===== src/rtl/cam_capture_ctrl.sv =====
// -----------------------------------------------------------------------------
// cam_capture_ctrl
//
// Camera-to-frame-buffer capture stage. Turns the 8-bit camera byte stream
// (VSYNC/HREF framing) into one write per stored pixel for the input buffer
// controller. It supports RGB565 (two bytes per pixel, high byte first) or
// grayscale (one byte per pixel, expanded to RGB565), 1/2/4 decimation in both
// directions, frame counting, a ping-pong bank flag and an overflow guard.
// All logic runs on the camera pixel clock.
//
// Ports:
//   iClk        camera pixel clock, rising edge
//   iRst        synchronous active-high reset
//   iEnable     capture enable (level); a stop takes effect at frame end
//   iMode       0 = RGB565, 1 = gray (sampled at frame start)
//   iDecim      0 = keep all, 1 = every 2nd col/row, 2/3 = every 4th
//   iVsync      camera VSYNC, high = vertical blanking
//   iHsync      camera HREF, high = valid line bytes
//   iData       camera byte
//   oWrEn       one-cycle write strobe per stored pixel
//   oWrAddr     linear pixel address, restarts at 0 each frame
//   oWrData     RGB565 pixel
//   oFrameDone  one-cycle pulse at the end of a captured frame
//   oFrameCnt   completed-frame count, wraps
//   oBank       toggles at each oFrameDone (old value = bank just completed)
//   oOverflow   sticky per frame: a kept pixel fell beyond the buffer
//   oBusy       high while waiting for a frame or capturing one
// -----------------------------------------------------------------------------
module cam_capture_ctrl #(
    parameter int IMG_W  = 320,
    parameter int IMG_H  = 240,
    parameter int DATA_W = 8,
    parameter int PIX_W  = 16,
    parameter int ADDR_W = 17,
    parameter int CNT_W  = 8
) (
    input  logic              iClk,
    input  logic              iRst,
    input  logic              iEnable,
    input  logic              iMode,
    input  logic [1:0]        iDecim,
    input  logic              iVsync,
    input  logic              iHsync,
    input  logic [DATA_W-1:0] iData,
    output logic              oWrEn,
    output logic [ADDR_W-1:0] oWrAddr,
    output logic [PIX_W-1:0]  oWrData,
    output logic              oFrameDone,
    output logic [CNT_W-1:0]  oFrameCnt,
    output logic              oBank,
    output logic              oOverflow,
    output logic              oBusy
);

    // One extra address bit so "address == buffer size" is representable even
    // when the buffer fills the whole ADDR_W space.
    localparam logic [ADDR_W:0] ADDR_LIMIT = (ADDR_W + 1)'(IMG_W * IMG_H);

    typedef enum logic [1:0] {
        S_IDLE,
        S_WAIT_VS,
        S_ACTIVE,
        S_DONE
    } state_t;

    state_t            state;

    // Registered camera inputs plus one more stage for edge detection.
    logic              vs_r, vs_d;
    logic              hs_r, hs_d;
    logic [DATA_W-1:0] d_r;

    // Frame-scoped settings and counters.
    logic              mode_f;
    logic [1:0]        decim_f;
    logic              phase;      // RGB565 byte phase: 0 = expecting high byte
    logic [DATA_W-1:0] hi_byte;
    logic [1:0]        col;        // only col/row mod 4 matter for decimation
    logic [1:0]        row;
    logic [ADDR_W:0]   addr;

    logic              vs_fall, vs_rise, hs_fall;
    logic              pix_valid;
    logic              keep;
    logic [1:0]        dmask;
    logic [PIX_W-1:0]  pix;

    assign vs_fall = vs_d & ~vs_r;
    assign vs_rise = ~vs_d & vs_r;
    assign hs_fall = hs_d & ~hs_r;

    // NOTE: every output of always_comb gets a default first so no path can
    // leave a signal unassigned and infer a latch.
    always_comb begin
        dmask = 2'b11;
        case (decim_f)
            2'd0:    dmask = 2'b00;
            2'd1:    dmask = 2'b01;
            default: dmask = 2'b11;
        endcase

        pix_valid = (state == S_ACTIVE) && hs_r && (mode_f || phase);
        keep      = ((col & dmask) == 2'b00) && ((row & dmask) == 2'b00);

        if (mode_f)
            pix = PIX_W'({d_r[DATA_W-1 -: 5], d_r[DATA_W-1 -: 6], d_r[DATA_W-1 -: 5]});
        else
            pix = PIX_W'({hi_byte, d_r});
    end

    // NOTE: sequential state uses non-blocking assignments only, so every
    // register sees the pre-edge value of every other register.
    always_ff @(posedge iClk) begin
        if (iRst) begin
            vs_r <= 1'b0;
            vs_d <= 1'b0;
            hs_r <= 1'b0;
            hs_d <= 1'b0;
            d_r  <= '0;
        end else begin
            vs_r <= iVsync;
            vs_d <= vs_r;
            hs_r <= iHsync;
            hs_d <= hs_r;
            d_r  <= iData;
        end
    end

    always_ff @(posedge iClk) begin
        if (iRst) begin
            state      <= S_IDLE;
            mode_f     <= 1'b0;
            decim_f    <= 2'd0;
            phase      <= 1'b0;
            hi_byte    <= '0;
            col        <= 2'd0;
            row        <= 2'd0;
            addr       <= '0;
            oWrEn      <= 1'b0;
            oWrAddr    <= '0;
            oWrData    <= '0;
            oFrameDone <= 1'b0;
            oFrameCnt  <= '0;
            oBank      <= 1'b0;
            oOverflow  <= 1'b0;
            oBusy      <= 1'b0;
        end else begin
            oWrEn      <= 1'b0;
            oFrameDone <= 1'b0;

            case (state)
                S_IDLE: begin
                    if (iEnable) begin
                        state <= S_WAIT_VS;
                        oBusy <= 1'b1;
                    end
                end

                // Only a full VSYNC falling edge starts a frame, so enabling
                // mid-frame never captures a partial image.
                S_WAIT_VS: begin
                    if (vs_fall) begin
                        state     <= S_ACTIVE;
                        mode_f    <= iMode;
                        decim_f   <= iDecim;
                        col       <= 2'd0;
                        row       <= 2'd0;
                        addr      <= '0;
                        phase     <= 1'b0;
                        oOverflow <= 1'b0;
                    end
                end

                S_ACTIVE: begin
                    if (hs_r) begin
                        if (!mode_f) begin
                            phase <= ~phase;
                            if (!phase)
                                hi_byte <= d_r;
                        end
                        if (pix_valid) begin
                            col <= col + 2'd1;
                            if (keep) begin
                                if (addr < ADDR_LIMIT) begin
                                    oWrEn   <= 1'b1;
                                    oWrAddr <= addr[ADDR_W-1:0];
                                    oWrData <= pix;
                                    addr    <= addr + (ADDR_W + 1)'(1);
                                end else begin
                                    oOverflow <= 1'b1;
                                end
                            end
                        end
                    end else if (hs_fall) begin
                        // Line end; a pending unpaired RGB565 byte is dropped.
                        row   <= row + 2'd1;
                        col   <= 2'd0;
                        phase <= 1'b0;
                    end

                    // A byte arriving with the VSYNC rise is still handled above.
                    if (vs_rise) begin
                        state      <= S_DONE;
                        oBusy      <= 1'b0;
                        oFrameDone <= 1'b1;
                        oFrameCnt  <= oFrameCnt + CNT_W'(1);
                        oBank      <= ~oBank;
                    end
                end

                S_DONE: begin
                    if (iEnable) begin
                        state <= S_WAIT_VS;
                        oBusy <= 1'b1;
                    end else begin
                        state <= S_IDLE;
                    end
                end

                default: begin
                    state <= S_IDLE;
                    oBusy <= 1'b0;
                end
            endcase
        end
    end

endmodule


===== config.mk =====
export PLATFORM = sky130hd
export DESIGN_NAME = cam_capture_ctrl
export DESIGN_NICKNAME = d
export VERILOG_FILES = /design/src/rtl/cam_capture_ctrl.sv
export SDC_FILE = /design/constraint.sdc
export NUM_CORES = 1
export LEC_CHECK = 0
export ABC_AREA = 1
export CORE_ASPECT_RATIO = 2
export CORE_MARGIN = 4
export CORE_UTILIZATION = 60
export CTS_BUF_LIST = sky130_fd_sc_hd__clkbuf_4 sky130_fd_sc_hd__clkbuf_8
export DETAILED_ROUTE_END_ITERATION = 7
export MAX_ROUTING_LAYER = met4
export PLACE_DENSITY_LB_ADDON = 0.12
export SYNTH_ARGS = -nofsm -noshare
export SYNTH_HDL_FRONTEND = slang
export SYNTH_SLANG_ARGS = --single-unit

===== constraint.sdc =====
create_clock -name iClk -period 5.7 [get_ports iClk]
set_clock_uncertainty 0.15 [all_clocks]
set_input_delay 1.14 -clock iClk [delete_from_list [all_inputs] [get_ports iClk]]
set_output_delay 1.14 -clock iClk [all_outputs]
set_load 0.01 [all_outputs]

Word level (Yosys, flattened, before mapping)

Cells that the tools add are included.

Bitwise gates (word level): 14
Eq/ne operators: 18
$add $sub $neg: 4
Magnitude comparators: 1
Multiplexer cells: 36
Reduce and logical (&&, ||, !) cells: 24

Operator list:

| cell                  | count |
|---|---|
| $mux 18               | 5 |
| $pmux 18 s2           | 1 |
| $add 18x1->18 const B | 1 |
| $lt 18x17->1 const B  | 1 |
| $mux 2                | 9 |
| $ne 2x2->1 const B    | 9 |
| $mux 16               | 1 |
| $reduce_and 4->1      | 4 |
| $mux 1                | 13 |
| $pmux 2 s2            | 3 |
| $reduce_and 6->1      | 2 |
| $ne 3x3->1 const B    | 3 |
| $not 1->1             | 9 |
| $add 8x1->8 const B   | 1 |
| $logic_not 2->1       | 4 |
| $pmux 2 s4            | 1 |
| $pmux 1 s2            | 3 |
| $reduce_and 3->1      | 2 |
| $reduce_and 5->1      | 1 |
| $reduce_or 5->1       | 1 |
| $add 2x1->2 const B   | 2 |
| $and 2x2->2           | 2 |
| $eq 2x1->1 const B    | 2 |
| $eq 2x2->1 const B    | 2 |
| 7 further kinds       | 15 |

Output and inout bits: 46
Logic and storage cells: 118
Input bits: 16
Bits in registers: 94

Logic depth before layout (Yosys ltp)

Depth after elaboration: 9
Gate-level depth with buffers: 12
Gate-level depth less buffers: 12

Least setup slack after synthesis

OpenSTA, ideal clock, no wires.

Path kind: in2reg
Start point: in iRst
End point: reg row[0]
Path buffers: 2
Library setup time: 0.070 ns
Data required time: 5.480 ns
Arrival: 1.893 ns
Cell stages on the path: 5
Setup slack: 3.587 ns
Path through: clkbuf_1 -> inv_1 -> clkbuf_1 -> o21ai_0 -> a21oi_1

RTL lines:

| item                   | line | RTL |
|---|---|---|
| start: declaration     | 38   | `input logic iRst,` |
| end signal: assignment | 196  | `row <= row + 2'd1;` |
| end: declaration       | 79   | `logic [1:0] row;` |

Worst setup path after layout

Start point: reg state[0]
End point: reg oWrAddr[16]

Longest elaborated chain between the ends: 4

RTL lines:

| item                                  | line     | RTL |
|---|---|---|
| start: declaration                    | 66       | `state_t state;` |
| start signal: assignment              | 131      | `state <= S_IDLE;` |
| start signal: assignment              | 154      | `state <= S_WAIT_VS;` |
| start signal: assignment              | 163      | `state <= S_ACTIVE;` |
| $eq 2x2->1 (*)                        | 102, 151 |  |
| $logic_and 1x1->1 (2 in a row)        | 102      | `pix_valid = (state == S_ACTIVE) && hs_r && (mode_f \|\| phase);` |
| $reduce_and 5->1 (no source line) (*) | -        |  |
| end signal: assignment                | 186      | `oWrAddr <= addr[ADDR_W-1:0];` |
| end: declaration                      | 46       | `output logic [ADDR_W-1:0] oWrAddr,` |

Every way passes the cells marked *; elsewhere a longest branch is shown, timed or not.
A chain may end at the register's enable or synchronous reset.

==> reports/metrics.yaml <==
status:
  status: "finished, final reports clean"
synth:
  synth_ff_type: "dfxtp_1"
  synth_top_family_by_area: "simple AND/OR/NAND/NOR gates"
  synth_compound_area_share_pct: 17.7
  muxShareOfSynthArea_pct: 0
  synth_edf_count: 0
  async_flop_share_pct: 0
  synth_area_per_cell_um2: 7.27
  syn_nets: 595
  netlist_instances: 571
  ys_seq_area_share_pct: 45.3
  synth-seq-cells: 94
  ys_types: 33
  synthXorXnorAreaFrac_pct: 0.422
  synth.cell_area_um2: 4150
  synth_fa_ha_area_share_pct: 2.41
  synthSimpleGateAreaFrac_pct: 24.8
  synth_warnings: 0
critical_path:
  worst-path-stages: 10
  critPathKind: "flip-flop to flip-flop"
  slowest_stage: "inv_2"
  reg2reg_depth: 10
  end_kind: "flip-flop"
  crit_required_ns: 5.86
  cpPeakStageDelay_ns: 0.71
  crit_chain: "inv_1 -> ha_1 -> nand2_1 -> clkinv_1 -> o21ai_1 -> nor2_1 -> nand2_1 -> inv_2 -> o21ai_0 -> a21oi_1"
  startpoint_type: "flip-flop"
  arrival_ns: 3.21
  cp_max_fo: 54
  critPathBufInv: 3
  worst_path_most_repeated_cell: "nand2_1"
  critPathTopFamily: "buffers and inverters"
floorplanning:
  die_x_um: 66.8
  num_rows: 42
  coreArea_um2: 6670
  floorplan.initialDensity_pct: 62.2
  io_pins: 62
  dieArea_um2: 8390
  die_h_um: 126
placement:
  dp.cells: 698
  gp_congestion: 0.936
  dp_hpwl_um: 7550
  io_buffers: 61
pwr:
  ir_drop_mv: 0.219
  clkPwrFrac_pct: 32.1
  switchingPower_uw: 397
  pwr-share-comb_pct: 16.1
  p_sw_share_pct: 29.0
  p_per_area_nw_per_um2: 277
  pwr-share-seq_pct: 51.7
  cellLeakagePower_uw: 0.00191
  internal_power_uw: 974
route:
  vias_per_cell: 5.35
  wire_per_inst_um: 14.5
  first_iter_violations: 338
  vias: 3817
  drc: 0
  dr.pass1.iters: 5
  ant_nets: 0
  routed_wl_um: 10300
timing:
  hold_violations: 0
  slew_headroom_pct: 44.1
  fmax_mhz: 327
  finalMaxSlewViolations: 0
  finalSetupViolCount: 0
  finalCritPeriodShare_pct: 53.6
  period_needed_ns: 3.06
  worst_pin_slew_ns: 0.838
  rsz0062_at_grt: "no"
  setup_tns_ns: 0
clock_tree:
  cts_setup_buffers: 0
  clkSinkCount: 94
  path_clk_slew_ns: 0.09
  clock_latency_ns: 0.37
  cts_buffers: 9
  cts_tree: "built"
  cts_buffer_depth: 2
  root_buffer: "clkbuf_8"
  cts_max_level: 3
  ctsHoldBuffers: 0
  cts_resized: 0
cells_and_area:
  area_growth_pct: 19.1
  seq_area_um2: 1880
  diodes: 0
  multi_input_area_um2: 1880
  final_layout_size_suffix_gt1_share_pct: 5.92
  nets: 645
  fin_cells: 713
  fill_cells: 573
global_routing:
  grt_overflow: 0
  antenna_found_initial: 0
  grt_pass1_vias: 3710
  grt_first_pass_wirelength_um: 17000
  grt_max_degree: 55
  track_usage_pct: 27.2
worst_hold_path:
  holdPathStages: 2
  hp-class: "flip-flop to flip-flop"
flow_run:
  cap_viol_max_count: 0
## metal layers
layer / up-vias / share of wire, % / GRT usage [%]
li1: 1950 / - / -
met1: 1736 / 36 / 26.8
met2: 102 / 56 / 48.2
met3: 29 / 3.1 / 3.03
met4: 0 / 4.8 / 17.2
met5: - / 0 / -
## metrics by stage
stage	power, uW	util, %	area [um^2]	hold slack (ns)	setup slack (ns)
finish	1370	74.1	4940	0.301	2.64
global route	1440	74.1	4940	0.329	2.23
CTS	1380	74.1	4940	0.303	2.64
detailed placement	945	71.2	4750	0.288	2.55
global placement	936	71.2	4750	0.283	2.63
floorplan	883	-	4150	0.275	3.59
## layout make-up
cell class / instances / area share, %
Inverter: 67 / 5.09
Clock buffer: 10 / 2.66
Clock inverter: 5 / 1.24
Tap cell: 88 / 2.23
Multi-Input combinational cell: 386 / 38.1
Timing Repair Buffer: 63 / 12.7
Sequential cell: 94 / 38.1
## registers in the layout, indices dropped and copies added, names as in the netlist
signal	cells
addr	18
col	2
d_r	8
decim_f	2
hi_byte	8
hs_d	1
hs_r	1
mode_f	1
oBank	1
oBusy	1
oFrameCnt	8
oFrameDone	1
oOverflow	1
oWrAddr	17
oWrData	16
oWrEn	1
phase	1
row	2
state	2
vs_d	1
vs_r	1
## cells by family after synthesis
kind of cell               after synthesis
AOI/OAI and AO/OA                      137
xor gates and xnor gates                 2
adders and majority gates                8
buffers and inverters                   91
DFF                                     94
and+or+nand+nor                        239
## Yosys cell counts, types with 2 or more instances
cell type   n  area share, %
buf_4       2           0.36
dfxtp_1    94             45
nand2_2     3           0.45
xor2_1      2           0.42
inv_2       7           0.63
buf_6       4            1.1
nand3_4     2           0.84
clkbuf_1   11           0.99
nand3_1    32            3.9
o21ai_0    50            6.0
a21boi_0    6            1.1
nor2_1     83            7.5
nor3_1      8           0.96
o21ai_1    23            2.8
buf_2       6           0.72
nor2_2      4           0.60
a21oi_1    51            6.1
nand2_1    95            8.6
ha_1        8            2.4
inv_1      59            5.3
nand4_1     9            1.4
## tightest hold or removal path, delay by kind of cell (launching register included)
| family | cells | cell delay (ns) |
|---|---|---|
| AO/OA/AOI/OAI | 1 | 0.05 |
| flip-flops | 1 | 0.31 |
| buffers and inverters | 1 | 0.05 |
## final timing paths
path              start     endpoint  slack (ns)
min reg2reg  hi_byte[6]   hi_byte[6]        0.30
min          hi_byte[6]   hi_byte[6]        0.30
max reg2reg    state[0]  oWrAddr[16]        2.64
max            state[0]  oWrAddr[16]        2.64
## placed cells by master, fill, tap and decap left out, drive strengths merged
cell type       n
a22oi           1
a21boi          6
xor2            2
buf             2
clkinvlp        3
a31oi           1
or3             1
nor2           88
clkinv          2
ha              8
clkdlybuf4s50  61
bufinv          1
o211ai          1
inv            66
o211a           1
nor3            9
nand3          34
nand2          98
a21oi          51
o21bai          2
o21ai          73
nand4           9
dfxtp          94
o22ai           1
clkbuf         10
## power by group through the flow
| stage | Clock, uW | Sequential (uW) | Combinational [uW] |
|---|---|---|---|
| 2_1_floorplan | 0 | 722 | 161 |
| 3_3_place_gp | 0 | 723 | 213 |
| 3_5_place_dp | 0 | 724 | 221 |
| 4_1_cts | 446 | 709 | 222 |
| 5_1_grt | 475 | 713 | 248 |
| 6_report | 441 | 709 | 221 |
No activity file was read; power rests on OpenSTA's default activity.
